## src/rtl/avr_uart_tx_if.sv

```systemverilog
// rtl/avr_uart_tx_if.sv - byte enqueue, status and AVR serial line bundle for avr_uart_tx
interface avr_uart_tx_if #(
    parameter int FIFO_AW = 3
);
    logic               wr_en;
    logic [7:0]         wr_data;
    logic               full;
    logic [FIFO_AW:0]   level;
    logic               overflow;
    logic               tx_idle;
    logic               avr_rx;
    logic               avr_rx_busy;

    modport master (
        output wr_en, wr_data, avr_rx_busy,
        input  full, level, overflow, tx_idle, avr_rx
    );

    modport slave (
        input  wr_en, wr_data, avr_rx_busy,
        output full, level, overflow, tx_idle, avr_rx
    );
endinterface

```

## src/rtl/avr_uart_tx.sv

```systemverilog
// rtl/avr_uart_tx.sv - FIFO-fed 8N1 UART transmitter to the AVR with busy flow control
// Optional even parity bit when AVR_UART_TX_PARITY_EN is defined.
module avr_uart_tx #(
    parameter int CLKS_PER_BIT = 100,
    parameter int FIFO_AW      = 3
) (
    input  logic          sysclk,
    input  logic          sysrst,
    avr_uart_tx_if.slave  bus
);
    localparam int DEPTH = 2 ** FIFO_AW;
    localparam int TW    = $clog2(CLKS_PER_BIT);
    localparam logic [TW-1:0]      T_RELOAD = TW'(CLKS_PER_BIT - 1);
    localparam logic [FIFO_AW:0]   CNT_FULL = (FIFO_AW + 1)'(DEPTH);

    typedef enum logic [2:0] {S_IDLE, S_START, S_DATA, S_PARITY, S_STOP} state_t;

    logic [7:0]         mem [DEPTH];
    logic [FIFO_AW-1:0] wr_ptr, rd_ptr;
    logic [FIFO_AW:0]   count;
    logic               overflow_q;
    logic               busy_m, busy_s;
    logic               full, push, pop;

    state_t             state, state_n;
    logic [TW-1:0]      timer, timer_n;
    logic [2:0]         idx, idx_n;
    logic [7:0]         shift, shift_n;
    logic               line;
`ifdef AVR_UART_TX_PARITY_EN
    logic               par_q, par_n;
`endif

    // Full is judged on the registered count, so a write while full is lost even if a pop coincides.
    assign full = (count == CNT_FULL);
    assign push = bus.wr_en && !full;

    always_ff @(posedge sysclk) begin
        if (push) mem[wr_ptr] <= bus.wr_data;
    end

    always_ff @(posedge sysclk or posedge sysrst) begin
        if (sysrst) begin
            wr_ptr     <= '0;
            rd_ptr     <= '0;
            count      <= '0;
            overflow_q <= 1'b0;
            busy_m     <= 1'b0;
            busy_s     <= 1'b0;
            state      <= S_IDLE;
            timer      <= '0;
            idx        <= '0;
            shift      <= '0;
`ifdef AVR_UART_TX_PARITY_EN
            par_q      <= 1'b0;
`endif
        end else begin
            if (push) wr_ptr <= wr_ptr + 1'b1;
            if (pop)  rd_ptr <= rd_ptr + 1'b1;
            unique case ({push, pop})
                2'b10:   count <= count + (FIFO_AW + 1)'(1);
                2'b01:   count <= count - (FIFO_AW + 1)'(1);
                default: count <= count;
            endcase
            overflow_q <= bus.wr_en && full;
            busy_m     <= bus.avr_rx_busy;
            busy_s     <= busy_m;
            state      <= state_n;
            timer      <= timer_n;
            idx        <= idx_n;
            shift      <= shift_n;
`ifdef AVR_UART_TX_PARITY_EN
            par_q      <= par_n;
`endif
        end
    end

    always_comb begin
        state_n = state;
        timer_n = timer;
        idx_n   = idx;
        shift_n = shift;
        pop     = 1'b0;
        line    = 1'b1;
`ifdef AVR_UART_TX_PARITY_EN
        par_n   = par_q;
`endif
        unique case (state)
            S_IDLE: begin
                // busy only gates the start of a frame; an ongoing frame always completes
                if (count != '0 && !busy_s) begin
                    pop     = 1'b1;
                    shift_n = mem[rd_ptr];
`ifdef AVR_UART_TX_PARITY_EN
                    par_n   = ^mem[rd_ptr];
`endif
                    timer_n = T_RELOAD;
                    state_n = S_START;
                end
            end
            S_START: begin
                line = 1'b0;
                if (timer == '0) begin
                    timer_n = T_RELOAD;
                    idx_n   = '0;
                    state_n = S_DATA;
                end else begin
                    timer_n = timer - TW'(1);
                end
            end
            S_DATA: begin
                line = shift[0];
                if (timer == '0) begin
                    timer_n = T_RELOAD;
                    shift_n = {1'b0, shift[7:1]};
                    if (idx == 3'd7) begin
`ifdef AVR_UART_TX_PARITY_EN
                        state_n = S_PARITY;
`else
                        state_n = S_STOP;
`endif
                    end else begin
                        idx_n = idx + 3'd1;
                    end
                end else begin
                    timer_n = timer - TW'(1);
                end
            end
`ifdef AVR_UART_TX_PARITY_EN
            S_PARITY: begin
                line = par_q;
                if (timer == '0) begin
                    timer_n = T_RELOAD;
                    state_n = S_STOP;
                end else begin
                    timer_n = timer - TW'(1);
                end
            end
`endif
            S_STOP: begin
                line = 1'b1;
                if (timer == '0) begin
                    state_n = S_IDLE;
                end else begin
                    timer_n = timer - TW'(1);
                end
            end
            default: begin
                state_n = S_IDLE;
            end
        endcase
    end

    assign bus.full     = full;
    assign bus.level    = count;
    assign bus.overflow = overflow_q;
    assign bus.tx_idle  = (state == S_IDLE) && (count == '0);
    assign bus.avr_rx   = line;
endmodule

```

## src/flat_wrapper.sv

```systemverilog
// flat-port wrapper written by rule: the top's interface ports become plain ports
module avr_uart_tx_flat 
#(
    parameter int CLKS_PER_BIT = 100,
    parameter int FIFO_AW      = 3
)
  (sysclk, sysrst, bus_wr_en, bus_wr_data, bus_avr_rx_busy, bus_full, bus_level, bus_overflow, bus_tx_idle, bus_avr_rx);
  avr_uart_tx_if #(.FIFO_AW(FIFO_AW)) bus_i ();
  input  logic sysclk;
  input  logic sysrst;
  input wire logic [$bits(bus_i.wr_en)-1:0] bus_wr_en;
  input wire logic [$bits(bus_i.wr_data)-1:0] bus_wr_data;
  input wire logic [$bits(bus_i.avr_rx_busy)-1:0] bus_avr_rx_busy;
  output wire logic [$bits(bus_i.full)-1:0] bus_full;
  output wire logic [$bits(bus_i.level)-1:0] bus_level;
  output wire logic [$bits(bus_i.overflow)-1:0] bus_overflow;
  output wire logic [$bits(bus_i.tx_idle)-1:0] bus_tx_idle;
  output wire logic [$bits(bus_i.avr_rx)-1:0] bus_avr_rx;
  assign bus_i.wr_en = bus_wr_en;
  assign bus_i.wr_data = bus_wr_data;
  assign bus_i.avr_rx_busy = bus_avr_rx_busy;
  assign bus_full = bus_i.full;
  assign bus_level = bus_i.level;
  assign bus_overflow = bus_i.overflow;
  assign bus_tx_idle = bus_i.tx_idle;
  assign bus_avr_rx = bus_i.avr_rx;
  avr_uart_tx #(.CLKS_PER_BIT(CLKS_PER_BIT), .FIFO_AW(FIFO_AW)) u_core (.sysclk(sysclk), .sysrst(sysrst), .bus(bus_i));
endmodule
```

## config.mk

```make
export PLATFORM = sky130hd
export DESIGN_NAME = avr_uart_tx_flat
export DESIGN_NICKNAME = d
export VERILOG_FILES = /design/src/rtl/avr_uart_tx_if.sv /design/src/rtl/avr_uart_tx.sv /design/src/flat_wrapper.sv
export SDC_FILE = /design/constraint.sdc
export NUM_CORES = 1
export LEC_CHECK = 0
export CORE_UTILIZATION = 45
export DETAILED_ROUTE_END_ITERATION = 10
export GPL_TIMING_DRIVEN = 0
export HOLD_SLACK_MARGIN = 0.02
export MAX_ROUTING_LAYER = met4
export SLEW_MARGIN = 20
export SYNTH_ARGS = -nofsm -noshare
export SYNTH_HDL_FRONTEND = slang
export SYNTH_SLANG_ARGS = --single-unit
```

## constraint.sdc

```tcl
create_clock -name sysclk -period 5.4 [get_ports sysclk]
set_input_delay 1.08 -clock sysclk [delete_from_list [all_inputs] [get_ports sysclk]]
set_output_delay 1.08 -clock sysclk [all_outputs]
set_load 0.03 [all_outputs]
```

==> impl_results.md, run 1 <==
- Status: completed
- Worst Setup SP: u_core.bus.level[1]
- Post-Syn Area: 0.00430 mm^2
- GR met1 Demand/Resource: a little over a fifth
- H-tree Lvls: 3
- Post-synthesis sequential area ratio: between 60% and 70%
- Netlist cell types: between 40 and 50
- Syn Inst Count: around 280
- Pin count of the biggest net entering global routing: 35
- Global-route wire length before repair: about 13000 um
- First-pass iteration count of the detailed router: 4
- Max Freq: ~0.28 GHz
- Yosys reg bits: between 90 and 100
- CP top delay family: buffers and inverters
- # clock sinks: between 90 and 100
- Max_cap viols: 0
- Slowest CP cell: clkdlybuf4s50_1
- CP max stage delay: just over 700 ps
- Clock Skew: roughly 9.8 ps
- Final HPWL DP: 5130 um
- Net Count, Synth: about 300
- Hold Buf Count CTS: 0
- CTS max path bufs: 2
- Rows: 35
- Nets: approximately 340
- Total die area: ~0.01 mm^2
- Fin. max-slew vios: 0
- Maximum vdd ir drop: approximately 0.25 mV
- Worst Setup EP: bus_tx_idle
- Initial Utilization: 46.6%
- Clk Latency, worst-skew pair: roughly 360 ps
- Final WL: ~7600 um
- FF-to-FF setup slack: around 2700 ps
- Via count: ~2.4k
- Setup ws final: between 1500 and 2000 ps
- Slew at the pin closest to its max-slew limit: about 900 ps
- DIE WIDTH: about 100 um
- Root Buffer: clkbuf_8
- Core area: slightly above 0.009 mm^2
- Ant diodes: 0
- Met3 Usage GRT: between 2 and 3%
- WP data arrival: around 2400 ps
- Remaining DRCs: 0
- Die Ht: 99.8 um
- Min-Delay Path Class: register to register
- Setup Viol. Count Final: 0
- Met2 Usage GRT: around 29%
- RSZ-0062 raised after global routing: false
- Initial DRC count: 100
- Critical path cell sequence: clkbuf_1 -> or4_1 -> nor3_1 -> clkdlybuf4s50_1
- Boundary Pins: 20
- Slew margin rel.: approximately 40%
- FF/Latch Area: between 0.002 and 0.003 mm^2
- Initial antenna violation count: 0
- CP required: approximately 4300 ps
- R2R cell count: 11
- GRT Residual Overflow: 0
- Leakage: roughly 1.8 nW
- Final Hold Fails: 0
- Vias in the first global route: about 2.4k
- Crit path launch type: register
- Synth warn: 0
- Vias per cell: 5.27
- # Post-CTS Setup Buffers: 0
- Area delta synth->final: 13.1%
- CTS tree: yes
- Num CTS Buffers: 9
- Multi-input gate area: roughly 0.0015 mm^2
- WHS: approximately 360 ps
- Final period utilization: 65.2%
- PwrDens: between 400 and 500 mW/mm^2
- CP bufs+invs: 2
- Wire length per cell: between 15 and 20 um
- Most Crowded Layer GR: met2
- Routed Antenna Nets: 0
- GPL Wtd Cong: between 0.7 and 0.8
- CP endpoint kind: primary output
- Fill cells: 788
- IO Port Bufs: 19
- Crit path depth: 4
- Clk slew on worst S/H paths: 100 ps
- Worst r2r src: u_core.bus.level[1]
- Total negative setup slack: 0 ps
- Share of layout cells above drive strength 1: roughly 18%
- Worst hold stages: 0
- Worst slack at placement: 2120 ps
- Syn avg cell area: approximately 15 um^2
- Post-CTS sizing: 0
- R2r endpoint: u_core.bus.level[2]
- GRT Overall Usage: between 10% and 20%
- Crit Path Max Fanout: 9
- Tmin final: roughly 3500 ps
- CP Class: register to primary output
[metal layers]
| metal | vias up | share of wire (%) |
|---|---|---|
| met4 | 0 | 0.82 |
| met2 | 28 | 51 |
| met1 | 1198 | 46 |
| li1 | 1138 | - |
| met5 | - | 0 |
| met3 | 8 | 1.6 |
[worst reg2reg max path, delay by kind of cell (launching register included)]
| family | cells | cell delay, ps |
|---|---|---|
| AOI/OAI and AO/OA | 1 | 150 |
| DFF | 1 | 390 |
| buffers and inverters | 2 | 310 |
| xor gates and xnor gates | 3 | 470 |
| adders and majority gates | 2 | 470 |
| and+or+nand+nor | 3 | 870 |
[registers in the layout, summed over array words and instances, names as in the netlist, 3 cells and up]
register / cells
u_core.mem: 64
u_core.state: 3
u_core.wr_ptr: 3
u_core.timer: 7
u_core.bus.level: 4
u_core.idx: 3
u_core.rd_ptr: 3
u_core.shift: 8
[synthesized netlist by cell type (all sizes together)]
library cell / count / area, um^2
edfxtp: 64 / 1920
nand3: 6 / 30.0
nand2: 18 / 67.6
inv: 8 / 30.0
mux2i: 12 / 120
a22oi: 2 / 15.0
nand2b: 4 / 25.0
or2: 1 / 8.76
mux2: 10 / 113
o211ai: 2 / 20.0
or3: 2 / 17.5
nor4: 1 / 6.26
nor4b: 1 / 8.76
a2111oi: 2 / 42.5
nor3b: 2 / 15.0
o22ai: 1 / 6.26
a21boi: 1 / 7.51
xnor2: 5 / 43.8
xor2: 4 / 35.0
o21ai: 4 / 20.0
nand4: 1 / 6.26
nor2b: 10 / 62.6
buf: 7 / 40.0
or3b: 1 / 8.76
a31oi: 1 / 6.26
o32a: 1 / 22.5
ha: 8 / 100
and3b: 1 / 8.76
a22o: 2 / 17.5
dfrtp: 34 / 851
and2: 2 / 12.5
mux4: 16 / 360
or4: 2 / 15.0
nor2: 15 / 56.3
o211a: 1 / 10.0
nand3b: 5 / 37.5
clkbuf: 5 / 18.8
nor3: 8 / 40.0
a21oi: 14 / 73.8
[layout by cell type, fill, tap and decap left out, drive strengths merged, types with 9 or more instances in the layout]
cell,netlist,layout
edfxtp,64,64
dfrtp,34,34
clkdlybuf4s50,0,19
nand2,18,18
mux4,16,16
nor2,15,15
a21oi,14,14
clkbuf,5,14
mux2i,12,12
nor2b,10,10
mux2,10,10
inv,8,10
buf,7,9
[cell families (layout without fill, tap and decap cells)]
| family | Yosys count | count (layout) | share of synthesized area, % |
|---|---|---|---|
| compound gates | 31 | 31 | 5.61 |
| xor+xnor | 9 | 9 | 1.83 |
| flops | 98 | 98 | 64.5 |
| fa+ha+maj | 8 | 8 | 2.33 |
| buf+inv | 20 | 57 | 2.07 |
| mux | 38 | 38 | 13.8 |
| simple gates | 80 | 80 | 9.92 |
[worst min path at each step]
stage / start / endpoint / slack, ps
floorplan: u_core.busy_m / u_core.busy_s / 330
global placement: u_core.busy_m / u_core.busy_s / 340
detailed placement: u_core.busy_m / u_core.busy_s / 340
CTS: u_core.busy_m / u_core.busy_s / 360
global route: u_core.busy_m / u_core.busy_s / 380
finish: u_core.busy_m / u_core.busy_s / 360
[cell type report]
class | count | share of cell area (%)
buffer | 12 | 1.21
clock buffer | 9 | 2.55
clock inverter | 7 | 1.31
inverter | 8 | 0.617
multi-input combinational | 166 | 29.8
sequential | 98 | 57.0
tap | 129 | 3.32
timing repair buffer | 21 | 4.22
[per-stage QoR]
stage	instance area (um^2)	instances	util (%)	power, mW
3_5_place_dp	4680	434	50.6	1.95
4_1_cts	4870	450	52.7	2.39
3_3_place_gp	4650	432	50.4	1.92
6_report	4870	450	52.7	2.37
5_1_grt	4870	450	52.7	2.51
2_1_floorplan	4300	284	-	1.71
[where the power goes]
part / switching (mW) / leakage, nW / total, mW / internal [mW]
registers: 0.107 / 0.994 / 1.08 / 0.974
clock network: 0.274 / 0.0982 / 0.450 / 0.176
logic: 0.435 / 0.677 / 0.837 / 0.402
Note: power is estimated with default switching activity, not from simulation.
==> run 2, diff against run 1 <==
==> constraint.sdc (replaced) <==
create_clock -name sysclk -period 2.9 [get_ports sysclk]
set_input_delay 0.58 -clock sysclk [delete_from_list [all_inputs] [get_ports sysclk]]
set_output_delay 0.58 -clock sysclk [all_outputs]
set_load 0.03 [all_outputs]
==> run 2 against run 1 <==
  * Hold slack got worse by 4.1 ps
  * Final area about the same
  * Critical path depth is 1 lower
  * Clock-buffer cell count is 1 higher
  * Total power grew 87%
  * First-iteration DRC count fell by 34%
  * Setup slack worse by 1600 ps
  * Combinational power increased by 84%
  * Sequential power rose by 88%
  * Cell count fell by 0.44%
  * Utilization about the same
  * Critical endpoint unchanged
==> impl_results.md, run 2 (same netlist as run 1, synthesis figures left out) <==
- R2r endpoint: u_core.bus.level[2]
- R2R cell count: 10 (-1)
- CP top delay family: simple AND/OR/NAND/NOR gates
- Slew at the pin closest to its max-slew limit: 910 ps (+11.5 ps)
- Final period utilization: 90.9%
- GRT Overall Usage: 18.2% (+0.74 points)
- Final instance area: 0.00487 mm^2 (about the same)
- Most frequent cells in the layout: edfxtp_1 (64), dfrtp_1 (34), nand2_1 (18), clkdlybuf4s50_1 (18), mux4_2 (16)
- Most frequent standard cell in the layout excluding fill and tap cells: edfxtp_1
- Rows: 35 (unchanged)
- CTS max path bufs: 2 (unchanged)
- Logic pwr share: 34.7% (-0.6 points)
- Vias per cell: 5.27 (about the same)
- Biggest regs: u_core.mem: 64 flops, u_core.shift: 8 flops, u_core.timer: 7 flops
- PwrDens: 911 mW/mm^2 (+87%)
- Leakage: 1.77 nW (about the same)
- Setup Viol. Count Final: 0 (unchanged)
- Min-Delay Path Class: register to register
- Hold Buf Count CTS: 0 (unchanged)
- Max_cap viols: 0 (unchanged)
- Most flops, register: u_core.mem
- Die Ht: 99.8 um (unchanged)
- Final HPWL DP: 5200 um (+1.5%)
- Fin cells: 448 (-0.44%)
- GPL Wtd Cong: 0.757 (about the same)
- Fin. max-slew vios: 0 (unchanged)
- Critical path cell sequence: or4_4 -> nor3_1 -> dlygate4sd2_1
- Tmin final: roughly 2600 ps
- Fill cells: 766 (-2.8%)
- Total die area: 0.00995 mm^2 (unchanged)
- HP Start: u_core.busy_m
- Area delta synth->final: 13.2% (about the same)
- Slew margin rel.: 39.1% (-0.77 points)
- Worst slack at placement: 102 ps (-2020 ps)
- Remaining DRCs: 0 (unchanged)
- Nets: 334 (-0.60%)
- Wire length per cell: 17.1 um (+0.87%)
- Crit path launch type: register
- CTS tree: yes
- First-pass iteration count of the detailed router: 4 (unchanged)
- Setup ws final: 264 ps (-1620 ps)
- FF-to-FF setup slack: 310 ps (-2350 ps)
- IO Port Bufs: 19 (unchanged)
- CP bufs+invs: 1 (-1)
- Final WL: 7670 um (+0.42%)
- CP endpoint kind: primary output
- Total negative setup slack: 0 ps (unchanged)
- Slowest CP cell: or4_4
- # clock sinks: 98 (unchanged)
- Initial Utilization: 46.6% (unchanged)
- Boundary Pins: 20 (unchanged)
- Placed Instance Area: 0.00468 mm^2 (about the same)
- Clock Skew: 7.98 ps (-1.85 ps)
- # Post-CTS Setup Buffers: 0 (unchanged)
- Core area: 0.00924 mm^2 (unchanged)
- GRT Residual Overflow: 0 (unchanged)
- WP data arrival: 2060 ps (-380 ps)
- Maximum vdd ir drop: 0.467 mV (+90%)
- Max reg flops: 64 (unchanged)
- Global-route wire length before repair: 12700 um (+1.2%)
- Crit Path Max Fanout: 8 (-1)
- NetSw: 1.48 mW (+81%)
- Initial antenna violation count: 0 (unchanged)
- Clk slew on worst S/H paths: 90 ps (about the same)
- Seq pwr share: 45.8% (+0.2 points)
- Power Total: 4.44 mW (+87%)
- Share of layout cells above drive strength 1: 18.2% (-0.20 points)
- Internal Pwr Total: 2.96 mW (+91%)
- Routed Antenna Nets: 0 (unchanged)
- Clock power frac: 19.5% (+0.5 points)
- Clk Latency, worst-skew pair: 360 ps (about the same)
- CP required: 2320 ps (-2000 ps)
- Ant diodes: 0 (unchanged)
- Pin count of the biggest net entering global routing: 35 (unchanged)
- Status: completed
- Placed cell count: 433 (-0.23%)
- H-tree Lvls: 3 (unchanged)
- Final Hold Fails: 0 (unchanged)
- CP max stage delay: 590 ps (-120 ps)
- Num CTS Buffers: 9 (unchanged)
- RSZ-0062 raised after global routing: false
- Worst r2r src: u_core.bus.level[0]
- Root Buffer: clkbuf_8
- Hold path endpoint: u_core.busy_s
- DIE WIDTH: 99.8 um (unchanged)
- Initial DRC count: 66 (-34%)
- CP Class: register to primary output
- Via count: 2363 (-0.38%)
- Max Freq: 0.379 GHz
- Worst hold stages: 0 (unchanged)
- Sw Share: 33.3% (-1.2 points)
- Vias in the first global route: 2428 (-0.12%)
[run 2: worst reg2reg max path: stages (launching register included)]
cell and delay (ps):
dfrtp_1 480, or4_4 590, nand3_1 160, inv_1 120, ha_1 290, xor2_1 170
ha_1 180, a21oi_1 140, xor2_1 150, nor2_1 60, xor2_1 140
[run 2: power by group through the flow]
stage	sequential [mW]	combinational, mW	clock (mW)
after floorplan	2.05	1.13	0
after global placement	2.03	1.55	0
after detailed placement	2.04	1.59	0
after CTS	2.02	1.59	0.893
after global routing	2.07	1.71	0.943
final	2.03	1.54	0.867
[run 2: metal layers]
layer	global-route usage (%)	vias up	part of all wire, %
li1	-	1137	-
met1	21.6	1191	45
met2	29.8	27	51
met3	4.67	8	2.7
met4	7.01	0	1.3
met5	-	-	0
[run 2: how the worst max path moves through the flow]
stage                              from             endpoint  slack (ps)  cells past startpoint
finish              u_core.bus.level[0]          bus_tx_idle         260                      3
global route            u_core.state[1]           bus_avr_rx          70                      5
CTS                 u_core.bus.level[1]          bus_tx_idle         130                      4
detailed placement            bus_wr_en  u_core.bus.level[2]         100                     10
global placement              bus_wr_en     u_core.mem[1][1]        -190                      4
floorplan           u_core.bus.level[1]  u_core.bus.level[2]          20                     11
[run 2: what timing repair did]
action / CTS / global route
resized for setup: 1 / 1
endpoints found under the setup margin: 1 / 1
hold endpoints to repair: 0 / 0
[run 2: stage by stage]
| stage | hold WS (ps) | util, % |
|---|---|---|
| 2_1_floorplan | 331 | - |
| 5_1_grt | 371 | 52.7 |
| 6_report | 355 | 52.7 |
| 4_1_cts | 362 | 52.7 |
| 3_5_place_dp | 337 | 50.6 |
| 3_3_place_gp | 350 | 50.4 |
[run 2: cell type report]
cell class,count,area [um^2],area share (%)
multi-input combinational,166,1460,30.0
timing repair buffer,20,196,4.03
buffer,11,55.1,1.13
clock buffer,10,128,2.62
inverter,8,30.0,0.617
tap,129,161,3.32
clock inverter,6,65.1,1.34
sequential,98,2770,57.0
